--- src/rtl/display_scan_ctrl_pkg.sv ---
// Shared definitions for the multiplexed 7-segment display scanner.
package display_scan_ctrl_pkg;

    typedef enum logic [1:0] {
        st_off   = 2'd0,
        st_drive = 2'd1,
        st_guard = 2'd2
    } scan_state_e;

    // Common-anode digit enables are active low, so "off" is a high level.
    localparam logic       DIG_OFF = 1'b1;
    localparam logic [3:0] BCD_MAX = 4'd9;

    function automatic int unsigned max_u(input int unsigned a, input int unsigned b);
        return (a > b) ? a : b;
    endfunction

endpackage

--- src/rtl/display_scan_ctrl_prescaler.sv ---
// Slot-duration counter: clears on request, counts while enabled, flags the last cycle.
module display_scan_ctrl_prescaler #(
    parameter int unsigned W = 16
) (
    input  logic         clk,
    input  logic         reset,
    input  logic         clr,
    input  logic         en,
    input  logic [W-1:0] last,
    output logic         tc
);

    logic [W-1:0] cnt_q;

    always_ff @(posedge clk or posedge reset) begin
        if (reset) begin
            cnt_q <= '0;
        end else if (clr) begin
            cnt_q <= '0;
        end else if (en) begin
            cnt_q <= cnt_q + 1'b1;
        end
    end

    assign tc = en && (cnt_q == last);

endmodule

--- src/rtl/display_scan_ctrl.sv ---
// Time-multiplexed scan of NDIG common-anode digits through one shared BCD encoder,
// with dead-time between digits and frame-aligned double-buffered updates.
module display_scan_ctrl
    import display_scan_ctrl_pkg::*;
#(
    parameter int unsigned NDIG     = 4,
    parameter int unsigned PRESCALE = 50000,
    parameter int unsigned GUARD    = 8
) (
    input  logic              clk,
    input  logic              reset,
    input  logic              enable,
    input  logic              lzb,
    input  logic              load,
    input  logic [4*NDIG-1:0] digits_in,
    output logic [3:0]        bcd_out,
    output logic [NDIG-1:0]   digit_n,
    output logic              frame_done,
    output logic              upd_pending
);

    localparam int unsigned CMAX = max_u(PRESCALE, GUARD);
    localparam int unsigned CW   = (CMAX > 1) ? $clog2(CMAX) : 1;
    localparam int unsigned IW   = $clog2(NDIG);

    localparam logic [IW-1:0] IDX_LAST   = IW'(NDIG - 1);
    localparam logic [CW-1:0] DRIVE_LAST = CW'(PRESCALE - 1);
    localparam logic [CW-1:0] GUARD_LAST = CW'(GUARD - 1);

    scan_state_e       state_q, state_d;
    logic [IW-1:0]     idx_q, idx_d;
    logic              prime_q, prime_d;
    logic [4*NDIG-1:0] shadow_q, shadow_d;
    logic [4*NDIG-1:0] pending_q, pending_d;
    logic              upd_q, upd_d;
    logic [3:0]        bcd_q, bcd_d;
    logic [NDIG-1:0]   dn_q, dn_d;
    logic              fd_q, fd_d;

    logic              cnt_clr;
    logic [CW-1:0]     cnt_last;
    logic              tc;
    logic              boundary;
    logic              xfer;
    logic [NDIG-1:0]   blank;
    logic [NDIG-1:0]   lit_n;

    // prime_q marks the setup cycle after OFF: bcd_out settles before digit 0 lights,
    // and the counter holds so digit 0 still gets a full slot.
    display_scan_ctrl_prescaler #(
        .W (CW)
    ) u_scan_prescaler (
        .clk   (clk),
        .reset (reset),
        .clr   (cnt_clr),
        .en    (~prime_q),
        .last  (cnt_last),
        .tc    (tc)
    );

    assign cnt_last = (state_q == st_guard) ? GUARD_LAST : DRIVE_LAST;
    assign boundary = enable && (state_q == st_drive) && tc && (idx_q == IDX_LAST);
    assign xfer     = (state_q == st_off) || boundary;

    always_comb begin : blank_mask
        logic lead;
        blank = '0;
        lead  = 1'b1;
        for (int i = NDIG - 1; i >= 0; i--) begin
            lead     = lead && (shadow_q[4*i +: 4] == 4'd0);
            blank[i] = (shadow_q[4*i +: 4] > BCD_MAX) || (lzb && (i != 0) && lead);
        end
    end

    assign lit_n = blank[idx_q] ? {NDIG{DIG_OFF}}
                                : ~({{(NDIG-1){1'b0}}, 1'b1} << idx_q);

    // A load coinciding with a transfer point bypasses pending so it is never lost.
    always_comb begin : buffer_next
        shadow_d  = shadow_q;
        pending_d = pending_q;
        upd_d     = upd_q;
        if (xfer) begin
            if (load) begin
                shadow_d  = digits_in;
                pending_d = digits_in;
                upd_d     = 1'b0;
            end else if (upd_q) begin
                shadow_d = pending_q;
                upd_d    = 1'b0;
            end
        end else if (load) begin
            pending_d = digits_in;
            upd_d     = 1'b1;
        end
    end

    always_comb begin : fsm_next
        state_d = state_q;
        idx_d   = idx_q;
        prime_d = 1'b0;
        bcd_d   = bcd_q;
        dn_d    = {NDIG{DIG_OFF}};
        fd_d    = 1'b0;
        cnt_clr = 1'b0;
        if (!enable) begin
            state_d = st_off;
            idx_d   = '0;
            cnt_clr = 1'b1;
        end else begin
            unique case (state_q)
                st_off: begin
                    state_d = st_drive;
                    idx_d   = '0;
                    prime_d = 1'b1;
                    cnt_clr = 1'b1;
                    bcd_d   = shadow_d[3:0];
                end
                st_drive: begin
                    if (tc) begin
                        state_d = st_guard;
                        cnt_clr = 1'b1;
                        idx_d   = (idx_q == IDX_LAST) ? '0 : idx_q + IW'(1);
                        fd_d    = boundary;
                        bcd_d   = shadow_d[{idx_d, 2'b00} +: 4];
                    end else begin
                        dn_d = lit_n;
                    end
                end
                st_guard: begin
                    if (tc) begin
                        state_d = st_drive;
                        cnt_clr = 1'b1;
                        dn_d    = lit_n;
                    end
                end
                default: begin
                    state_d = st_off;
                    idx_d   = '0;
                    cnt_clr = 1'b1;
                end
            endcase
        end
    end

    always_ff @(posedge clk or posedge reset) begin
        if (reset) begin
            state_q   <= st_off;
            idx_q     <= '0;
            prime_q   <= 1'b0;
            shadow_q  <= '0;
            pending_q <= '0;
            upd_q     <= 1'b0;
            bcd_q     <= 4'd0;
            dn_q      <= {NDIG{DIG_OFF}};
            fd_q      <= 1'b0;
        end else begin
            state_q   <= state_d;
            idx_q     <= idx_d;
            prime_q   <= prime_d;
            shadow_q  <= shadow_d;
            pending_q <= pending_d;
            upd_q     <= upd_d;
            bcd_q     <= bcd_d;
            dn_q      <= dn_d;
            fd_q      <= fd_d;
        end
    end

    assign bcd_out     = bcd_q;
    assign digit_n     = dn_q;
    assign frame_done  = fd_q;
    assign upd_pending = upd_q;

endmodule
--- config.mk ---
export PLATFORM = sky130hd
export DESIGN_NAME = display_scan_ctrl
export DESIGN_NICKNAME = d
export VERILOG_FILES = /design/src/rtl/display_scan_ctrl_pkg.sv /design/src/rtl/display_scan_ctrl_prescaler.sv /design/src/rtl/display_scan_ctrl.sv
export SDC_FILE = /design/constraint.sdc
export NUM_CORES = 1
export LEC_CHECK = 0
export CAP_MARGIN = 5
export CORE_MARGIN = 1.5
export CORE_UTILIZATION = 55
export DETAILED_ROUTE_END_ITERATION = 8
export DONT_BUFFER_PORTS = 1
export GPL_ROUTABILITY_DRIVEN = 1
export GPL_TIMING_DRIVEN = 1
export PLACE_DENSITY_LB_ADDON = 0.08
export SETUP_SLACK_MARGIN = 0.3
export SYNTH_ARGS = -nofsm -noshare
export SYNTH_HDL_FRONTEND = slang
export SYNTH_SLANG_ARGS = --single-unit
export TNS_END_PERCENT = 50
--- constraint.sdc ---
create_clock -name clk -period 3.3 [get_ports clk]
set_input_delay 0.33 -clock clk [delete_from_list [all_inputs] [get_ports clk]]
set_output_delay 0.33 -clock clk [all_outputs]
set_load 0.01 [all_outputs]
==> impl_results.md, run 1 <==
- Inst Count DP: 437
- FP Rows: 28
- Finish-stage setup viols: 0
- Via Count: 2717
- DRC Markers: 0
- Seq/Total Area, Yosys: 46.2%
- Num CTS Buffers: 9
- RD Place Congestion: 0.845
- Synth warnings: 0
- Vias in the first global route: 2566
- Synthesized net count: 403
- Slew Limit Headroom: 59.3%
- Crit path kind: flop to flop
- Dpl hpwl: 5.74 mm
- Die H: 81.9 um
- Power per cell area: 537 mW/mm2
- DR vias/cell: 6.00
- Crit end category: flop
- First-pass GRT wire length: 12.7 mm
- CTS Sinks: 63
- RSZ-0062 raised after global routing: no
- Pre-CTS setup slack: 0.408 ns
- CTS max path bufs: 2
- Clock period minus worst slack: 2.65 ns
- Final Skew: 0.00577 ns
- Worst-margin pin slew: 0.609 ns
- Leakage power total: 1.53 nW
- H-Tree Depth: 3
- # diodes: 0
- CP Data Required Time: 3.52 ns
- Syn_area_per_cell: 9.18 um2
- Slowest CP cell: dfrtp_1
- Non-filler instance count after layout: 453
- FFs w/ async S/R, synth: 100%
- CP cell instances: inv_1 > ha_2 > nor3b_1 > nand2_1 > a21o_1 > inv_4 > nor2_4 > a221oi_1 > nor3b_1 > nor4_1
- Final setup TNS: 0 ns
- GR Overflow Total: 0
- HP Class: input port to flop
- GRT Overall Usage: 25.7%
- Slowest stage delay, CP: 0.41 ns
- Starting DRC count in detailed routing: 136
- Die ar.: 0.00671 mm2
- CORE AREA: 0.00596 mm2
- Setup bufs post-CTS: 0
- Crit share post-route: 80.2%
- Port Buffers: 0
- Seq cells post-synth: 63
- I/O pin total: 31
- Initial Utilization: 57.5%
- ANT nets after route: 0
- Worst vdd ir: 0.314 mV
- Crit Path Max Fanout: 15
- Post-Syn Area: 0.00342 mm2
- EDFF count, synth: 0
- NumNets Final: 404
- Final hold vios: 0
- Die X-Extent: 81.9 um
- Worst setup slack after layout: 0.653 ns
- Clk root buf: clkbuf_8
- Drt first pass iters: 4
- Synth cell types: 60
- F_max: 378 MHz
- Cells after synthesis: 373
- Primary FF master, synth: dfrtp_1
- Initial antenna violation count: 0
- Synth-to-layout area growth: 7.67%
- Clk_lat worst skew: 0.35 ns
- CTS clk-pin slew, worst paths: 0.07 ns
- CTS tree: built
- CP dominant cell by count: nor3b_1
- Worst setup SP type: flop
- Arr. time, crit path: 2.87 ns
- Layout cells sized above 1: 11.4%
- Fin. max-slew vios: 0
- Total wire length: 7.99 mm
- Routed WL per cell: 17.6 um
- Status: finished clean
- Largest net degree at the start of global routing: 49
- Max Cap Viol: 0
-- where the power goes --
part	internal [mW]	switching (mW)	leakage (nW)
Clock	0.382	0.297	0.105
Combinational	0.141	0.197	0.640
Sequential	0.869	0.0935	0.789
Total	1.39	0.588	1.53
-- per-stage QoR --
| step | hold slack [ns] | util [%] | area [um2] | total power [mW] |
|---|---|---|---|---|
| floorplan | 0.464 | - | 3420 | 1.22 |
| global placement | 0.190 | 58.3 | 3470 | 1.30 |
| detailed placement | 0.193 | 58.3 | 3470 | 1.31 |
| CTS | 0.0768 | 61.7 | 3680 | 1.99 |
| global route | 0.0797 | 61.9 | 3690 | 2.07 |
| finish | 0.0848 | 61.9 | 3690 | 1.98 |
-- repair_timing --
item / 4_1_cts / 5_1_grt
hold endpoints to repair: 15 / 0
hold buffers: 1 / 0
setup endpoints to repair: 0 / 4
gates resized for setup: 0 / 3
-- synth_stat cells (all sizes together), types with 3 or more instances --
cell / count / area [um2]
or3: 5 / 41.3
nor3b: 3 / 22.5
nor2b: 11 / 68.8
mux2: 4 / 45.0
o22ai: 5 / 31.3
a31oi: 3 / 18.8
dfrtp: 59 / 1480
a21o: 3 / 22.5
buf: 6 / 51.3
nand4: 6 / 37.5
xnor2: 5 / 43.8
xor2: 8 / 70.1
dfstp: 4 / 105
o211ai: 7 / 57.6
nor4: 4 / 31.3
and2: 5 / 31.3
nor3: 9 / 45.0
o21ai: 33 / 165
a211oi: 3 / 32.5
nand2: 29 / 116
inv: 24 / 90.1
nand3: 25 / 125
a21oi: 27 / 139
nor2: 31 / 119
a32oi: 3 / 26.3
ha: 9 / 113
and3: 4 / 25.0
clkbuf: 11 / 41.3
-- per-layer routing --
metal  wire length, um  share of wire [%]  GRT usage, %  vias up
li1                  -                  -             -     1327
met1              3550                 44          31.9     1332
met2              3990                 50          42.7       42
met3               234                2.9          6.44       16
met4               209                2.6          10.0        0
met5                 0                  0             0        -
-- sequential cells by signal (all words and copies together), names as in the netlist --
register                cells
bcd_out                     4
digit_n                     4
frame_done                  1
idx_q                       2
pending_q                  16
prime_q                     1
shadow_q                   16
state_q                     2
u_scan_prescaler.cnt_q     16
upd_pending                 1
-- layout make-up --
cell class | instances | area, um2
multi-input combinational | 268 | 1660
fill | 535 | 2270
sequential | 63 | 1580
clock inverter | 4 | 45.0
clock buffer | 11 | 151
inverter | 25 | 96.3
timing repair buffer | 7 | 55.1
tap | 75 | 93.8
-- critical path, delay by kind of cell, from the launching register on --
kind | cells | cell delay, ns
AND/OR/NAND/NOR | 5 | 0.77
AO/OA/AOI/OAI | 2 | 0.72
flip-flops | 1 | 0.41
buffers and inverters | 2 | 0.31
adder cells (fa/ha/maj) | 1 | 0.29
-- logic make-up (layout without fill, tap and decap cells) --
logic type               after synthesis  in the layout  synth area share [%]
XOR/XNOR                              13             13                  3.32
adder cells (fa/ha/maj)                9              9                  3.29
flip-flops                            63             63                  46.2
AND/OR/NAND/NOR                      140            140                  21.2
AO/OA/AOI/OAI                        101            101                  19.0
multiplexers                           5              5                  1.61
buffers and inverters                 42             47                  5.44
-- final timing paths --
kind	depth (start not counted)	start	slack (ns)	end
worst max register to register	10	state_q[0]$_DFFE_PP0P_	0.65	bcd_out[1]$_DFFE_PP0P_
worst min register to register	1	pending_q[7]$_DFFE_PP0P_	0.51	pending_q[7]$_DFFE_PP0P_
worst max-delay path	10	state_q[0]$_DFFE_PP0P_	0.65	bcd_out[1]$_DFFE_PP0P_
min in group asynchronous	2	reset	0.39	pending_q[0]$_DFFE_PP0P_
worst min-delay path	1	load	0.08	pending_q[8]$_DFFE_PP0P_
max in group asynchronous	3	reset	1.98	u_scan_prescaler.cnt_q[8]$_DFFE_PP0P_
-- layout by cell type (no fill, tap or decap), types with 4 or more instances in the layout --
cell	instances
mux2_2	4
dfrtp_1	59
xor2_1	8
nor2b_1	11
and2_1	5
clkbuf_8	11
buf_4	6
nand3_1	25
ha_1	8
o211ai_1	6
nand4_1	6
inv_1	22
nand2_1	28
xnor2_1	5
nor3_1	9
o21ai_0	30
a21oi_1	26
and3_1	4
nor2_1	30
dfstp_2	4
o22ai_1	5
(Power assumes the default switching activity.)
==> inputs of run 2 (changes only) <==
==> constraint.sdc (replaced) <==
create_clock -name clk -period 2.64 [get_ports clk]
set_input_delay 0.264 -clock clk [delete_from_list [all_inputs] [get_ports clk]]
set_output_delay 0.264 -clock clk [all_outputs]
set_load 0.01 [all_outputs]
==> run 2 against run 1 <==
Net effect: critical path depth is 2 lower; sequential share of layout area fell by 1.6 points; die area unchanged; first-iteration DRC count decreased by 4.4%; clock power up 5.2%; routed wire length shrank 2.6%; via count is 0.44% higher; register-to-register slack got worse by 0.29 ns; sequential power is 25% higher; combinational power is 31% higher; setup slack got worse by 0.29 ns; utilization is 2.4 points higher.
==> impl_results.md, run 2 (synthesis results as in run 1) <==
- Status: finished clean
- CP dominant cell by count: or3_4
- Synth-to-layout area growth: 11.8%
- Initial antenna violation count: 0
- Hold slack: 0.0201 ns
- Layout cells sized above 1: 16.5%
- Flop pwr share: 50.9%
- CORE AREA: 0.00596 mm2
- Final Power: 2.36 mW
- Slowest CP cell: dfrtp_1
- Max Cap Viol: 0
- Arr. time, crit path: 2.50 ns
- FP Rows: 28
- NumNets Final: 413
- Num CTS Buffers: 9
- GR Overflow Total: 0
- CP cell instances: inv_2 > ha_4 > or3_4 > a21oi_4 > nand3_2 > or3_4 > nand4b_1 > and3b_1
- Net Sw Power: 719 uW
- Largest net degree at the start of global routing: 46
- H-Tree Depth: 3
- Switching share of total power: 30.4%
- ANT nets after route: 0
- Leakage power total: 1.58 nW
- Clock period minus worst slack: 2.27 ns
- Fin. max-slew vios: 0
- I/O pin total: 31
- Worst setup SP type: flop
- GRT Overall Usage: 25.6%
- Initial Utilization: 57.5%
- DR vias/cell: 5.89
- CTS clk-pin slew, worst paths: 0.07 ns
- Dpl hpwl: 5.66 mm
- Power per cell area: 616 mW/mm2
- Total wire length: 7.78 mm
- CTS max path bufs: 2
- Starting DRC count in detailed routing: 130
- HP Class: input port to flop
- Port Buffers: 0
- RD Place Congestion: 0.842
- Most frequent cells in the layout: 59 x dfrtp_1, 30 x nor2_1, 27 x nand2_1, 27 x o21ai_0, 26 x a21oi_1
- CTS tree: built
- Final hold vios: 0
- WP buf/inv: 1
- Biggest regs: pending_q: 16 flops, shadow_q: 16 flops, u_scan_prescaler.cnt_q: 16 flops
- Crit path kind: flop to flop
- CP Data Required Time: 2.86 ns
- # diodes: 0
- Routed WL per cell: 16.8 um
- Finish-stage setup viols: 0
- Clk_lat worst skew: 0.34 ns
- Most common cell after layout, fill and taps aside: dfrtp_1
- Worst vdd ir: 0.348 mV
- CTS Sinks: 63
- Clk pwr share: 30.3%
- Die X-Extent: 81.9 um
- Drt first pass iters: 4
- Clk root buf: clkbuf_8
- Die ar.: 0.00671 mm2
- DRC Markers: 0
- Crit end category: flop
- Delay-heaviest family, CP: simple AND/OR/NAND/NOR gates
- Vias in the first global route: 2659
- First-pass GRT wire length: 12.8 mm
- Worst-margin pin slew: 0.500 ns
- F_max: 440 MHz
- Slowest stage delay, CP: 0.42 ns
- Worst min-delay path startpoint: load
- Combinational power share: 18.8%
- Crit Path Max Fanout: 5
- Critical path origin: state_q[0]$_DFFE_PP0P_
- Slew Limit Headroom: 66.6%
- RSZ-0062 raised after global routing: yes
- Via Count: 2729
- R2R Path Start: state_q[0]$_DFFE_PP0P_
- Die H: 81.9 um
- Crit share post-route: 86.1%
- Final setup TNS: 0 ns
- Final Skew: 0.00980 ns
- Pint: 1.64 mW
## run 2: cell types whose count changed in the layout (fill, tap and decap cells not counted), sizes merged
cell,previous run,this run
bufinv,1,0
clkinv,4,3
buf,6,15
clkbuf,11,14
## run 2: through the flow
step,std cells,instance area [um2],worst slack (ns),utilization (%)
final,463,3830,0.366,64.3
after detailed placement,442,3510,0.259,58.9
after CTS,461,3720,0.283,62.4
after global placement,442,3510,0.293,58.9
after floorplan,373,3420,0.384,-
after global routing,463,3830,0.233,64.3
## run 2: area by class of cell
| class | count | area, um2 |
|---|---|---|
| clock inverter | 2 | 10.0 |
| tap | 75 | 93.8 |
| sequential | 63 | 1580 |
| inverter | 25 | 93.8 |
| clock buffer | 14 | 153 |
| timing repair buffer | 16 | 134 |
| fill | 523 | 2130 |
| multi-input combinational | 268 | 1760 |
## run 2: what timing repair did
action                                  CTS  global route
hold buffers                              1             0
pin swaps                                 0             9
hold endpoints to repair                 14             0
endpoints found under the setup margin    2            24
resized for setup                         5            23
setup buffers                             2             2
## run 2: worst paths after layout
kind / end / slack (ns) / depth (start not counted)
min reg2reg: pending_q[15]$_DFFE_PP0P_ / 0.52 / 1
max: bcd_out[3]$_DFFE_PP0P_ / 0.37 / 8
min: pending_q[11]$_DFFE_PP0P_ / 0.02 / 1
min in group asynchronous: shadow_q[0]$_DFF_PP0_ / 0.39 / 2
max reg2reg: bcd_out[3]$_DFFE_PP0P_ / 0.37 / 8
max in group asynchronous: u_scan_prescaler.cnt_q[14]$_DFFE_PP0P_ / 1.57 / 3
## run 2: metal layers
metal,vias to the layer above,wire [um],track usage [%]
li1,1354,-,-
met1,1319,3430,32.6
met2,43,3880,42.1
met3,13,325,5.56
met4,0,141,10.5
met5,-,0,0
## run 2: power groups by stage
stage                     clock, mW  combinational [mW]  sequential, mW
after detailed placement          0               0.418            1.21
after floorplan                   0               0.344            1.18
after CTS                     0.731               0.425            1.20
after global placement            0               0.412            1.21
final                         0.714               0.444            1.20
after global routing          0.776               0.501            1.22
==> inputs of run 3 (changes only) <==
--- a/config.mk
+++ b/config.mk
@@ -17,4 +17,3 @@
 export SYNTH_ARGS = -nofsm -noshare
 export SYNTH_HDL_FRONTEND = slang
 export SYNTH_SLANG_ARGS = --single-unit
-export TNS_END_PERCENT = 50
==> constraint.sdc (replaced) <==
create_clock -name clk -period 2.64 [get_ports clk]
set_input_delay 0.264 -clock clk [delete_from_list [all_inputs] [get_ports clk]]
set_output_delay 0.264 -clock clk [all_outputs]
set_load 0.1 [all_outputs]
==> run 3 against run 2 <==
Net effect: total power grew 20%; die area stayed put; global-route usage rose by 0.51 points; count of clock-buffer cells in the layout is 4 lower; highest routed layer unchanged.
==> impl_results.md, run 3 (synthesis results as in run 1) <==
- Status: finished clean
- R2R Path Start: state_q[0]$_DFFE_PP0P_
- Clock period minus worst slack: 2.32 ns
- Dpl hpwl: 5.80 mm
- Worst-margin pin slew: 0.877 ns
- Fin. max-slew vios: 0
- Worst min-delay path startpoint: load
- Layout cells sized above 1: 19.1%
- Biggest regs: pending_q: 16 flops, shadow_q: 16 flops, u_scan_prescaler.cnt_q: 16 flops
- DRC Markers: 0
- First-pass GRT wire length: 13.0 mm
- CTS Sinks: 63
- Leakage power total: 1.64 nW
- Worst setup SP type: flop
- Max Cap Viol: 0
- CTS max path bufs: 2
- GRT Overall Usage: 26.1%
- Starting DRC count in detailed routing: 161
- Most common cell after layout, fill and taps aside: dfrtp_1
- Final setup TNS: 0 ns
- WP buf/inv: 3
- Delay-heaviest family, CP: simple AND/OR/NAND/NOR gates
- H-Tree Depth: 3
- Num CTS Buffers: 9
- CTS tree: built
- CP Data Required Time: 2.87 ns
- Die H: 81.9 um
- Clk root buf: clkbuf_8
- Register-to-register setup slack: 0.32 ns
- Crit path kind: flop to flop
- Critical path origin: state_q[0]$_DFFE_PP0P_
- Port Buffers: 0
- Most frequent cells in the layout: 59 x dfrtp_1, 30 x nor2_1, 27 x nand2_1, 27 x o21ai_0, 25 x a21oi_1
- CTS clk-pin slew, worst paths: 0.07 ns
- Worst vdd ir: 0.518 mV
- Inst Count DP: 447
- # diodes: 0
- Final Skew: 0.0111 ns
- Largest net degree at the start of global routing: 46
- Vias in the first global route: 2722
- NumNets Final: 422
- RD Place Congestion: 0.863
- Finish-stage setup viols: 0
- Slowest CP cell: dfrtp_1
- Initial antenna violation count: 0
- ANT nets after route: 0
- Final hold vios: 0
- Crit end category: flop
- Arr. time, crit path: 2.55 ns
- Non-filler instance count after layout: 472
- Slowest stage delay, CP: 0.45 ns
- RSZ-0062 raised after global routing: yes
- Routed WL per cell: 17.4 um
- CP dominant cell by count: inv_2
- FP Rows: 28
- Crit Path Max Fanout: 6
- I/O pin total: 31
- Power per cell area: 713 mW/mm2
- HP Class: input port to flop
- F_max: 432 MHz
- Drt first pass iters: 4
- Die ar.: 0.00671 mm2
- Die X-Extent: 81.9 um
- Initial Utilization: 57.5%
- Slew Limit Headroom: 41.6%
- Synth-to-layout area growth: 15.9%
- CORE AREA: 0.00596 mm2
- Via Count: 2808
- Fillcell total: 500
- CP cell instances: inv_2 > ha_4 > or3_4 > a21o_1 > inv_2 > nor2_4 > buf_6 > a221oi_4 > nor3b_4 > nor4_2
- GR Overflow Total: 0
- Total wire length: 8.21 mm
- DR vias/cell: 5.95
- Clk_lat worst skew: 0.35 ns
- Crit share post-route: 87.7%
## run 3: where the power goes
part | internal, mW | leakage [nW] | switching [mW] | total (mW)
sequential | 1.09 | 0.789 | 0.149 | 1.24
clock | 0.528 | 0.102 | 0.380 | 0.908
combinational | 0.238 | 0.751 | 0.451 | 0.688
total | 1.85 | 1.64 | 0.979 | 2.83
## run 3: final timing paths
check	cells after the start	end
worst max-delay path	10	bcd_out[1]$_DFFE_PP0P_
worst min-delay path	1	pending_q[6]$_DFFE_PP0P_
worst max register to register	10	bcd_out[1]$_DFFE_PP0P_
worst min register to register	1	pending_q[7]$_DFFE_PP0P_
max in group asynchronous	3	digit_n[2]$_DFF_PP1_
min in group asynchronous	2	shadow_q[14]$_DFF_PP0_
## run 3: layer usage
metal	track usage, %	wire, um
met1	30.0	3510
met3	5.78	298
met5	0	0
met4	13.6	242
met2	45.2	4160
## run 3: per-stage QoR
step                power, mW  setup slack (ns)  cell area, um2  hold WS [ns]  utilization [%]
finish                   2.83             0.324            3970        0.0192             66.7
global route             2.96             0.238            3970        0.0169             66.7
CTS                      2.79             0.304            3820       0.00661             64.2
detailed placement       1.88             0.226            3550         0.146             59.5
global placement         1.86             0.312            3550         0.143             59.5
floorplan                1.73             0.384            3420         0.398                -
## run 3: area by class of cell
cell class | count | area [um2] | share of cell area [%]
multi-input combinational | 268 | 1790 | 45.0
tap | 75 | 93.8 | 2.36
clock inverter | 6 | 85.1 | 2.14
clock buffer | 10 | 128 | 3.21
inverter | 25 | 97.6 | 2.46
sequential | 63 | 1580 | 39.8
timing repair buffer | 25 | 199 | 5.01
## run 3: worst register-to-register path, cell delays in order (launching register included)
cell,delay [ns]
dfrtp_1,0.45
inv_2,0.09
ha_4,0.18
or3_4,0.41
a21o_1,0.23
inv_2,0.09
nor2_4,0.06
buf_6,0.15
a221oi_4,0.27
nor3b_4,0.24
nor4_2,0.05
## run 3: timing repair
item                                   CTS  global route
buffers inserted                         2             5
resized for setup                        7            23
hold buffers                             1             0
endpoints found under the hold margin   17             0
pin swaps                                1            11
gates cloned                             0             1
setup endpoints to repair                3            24
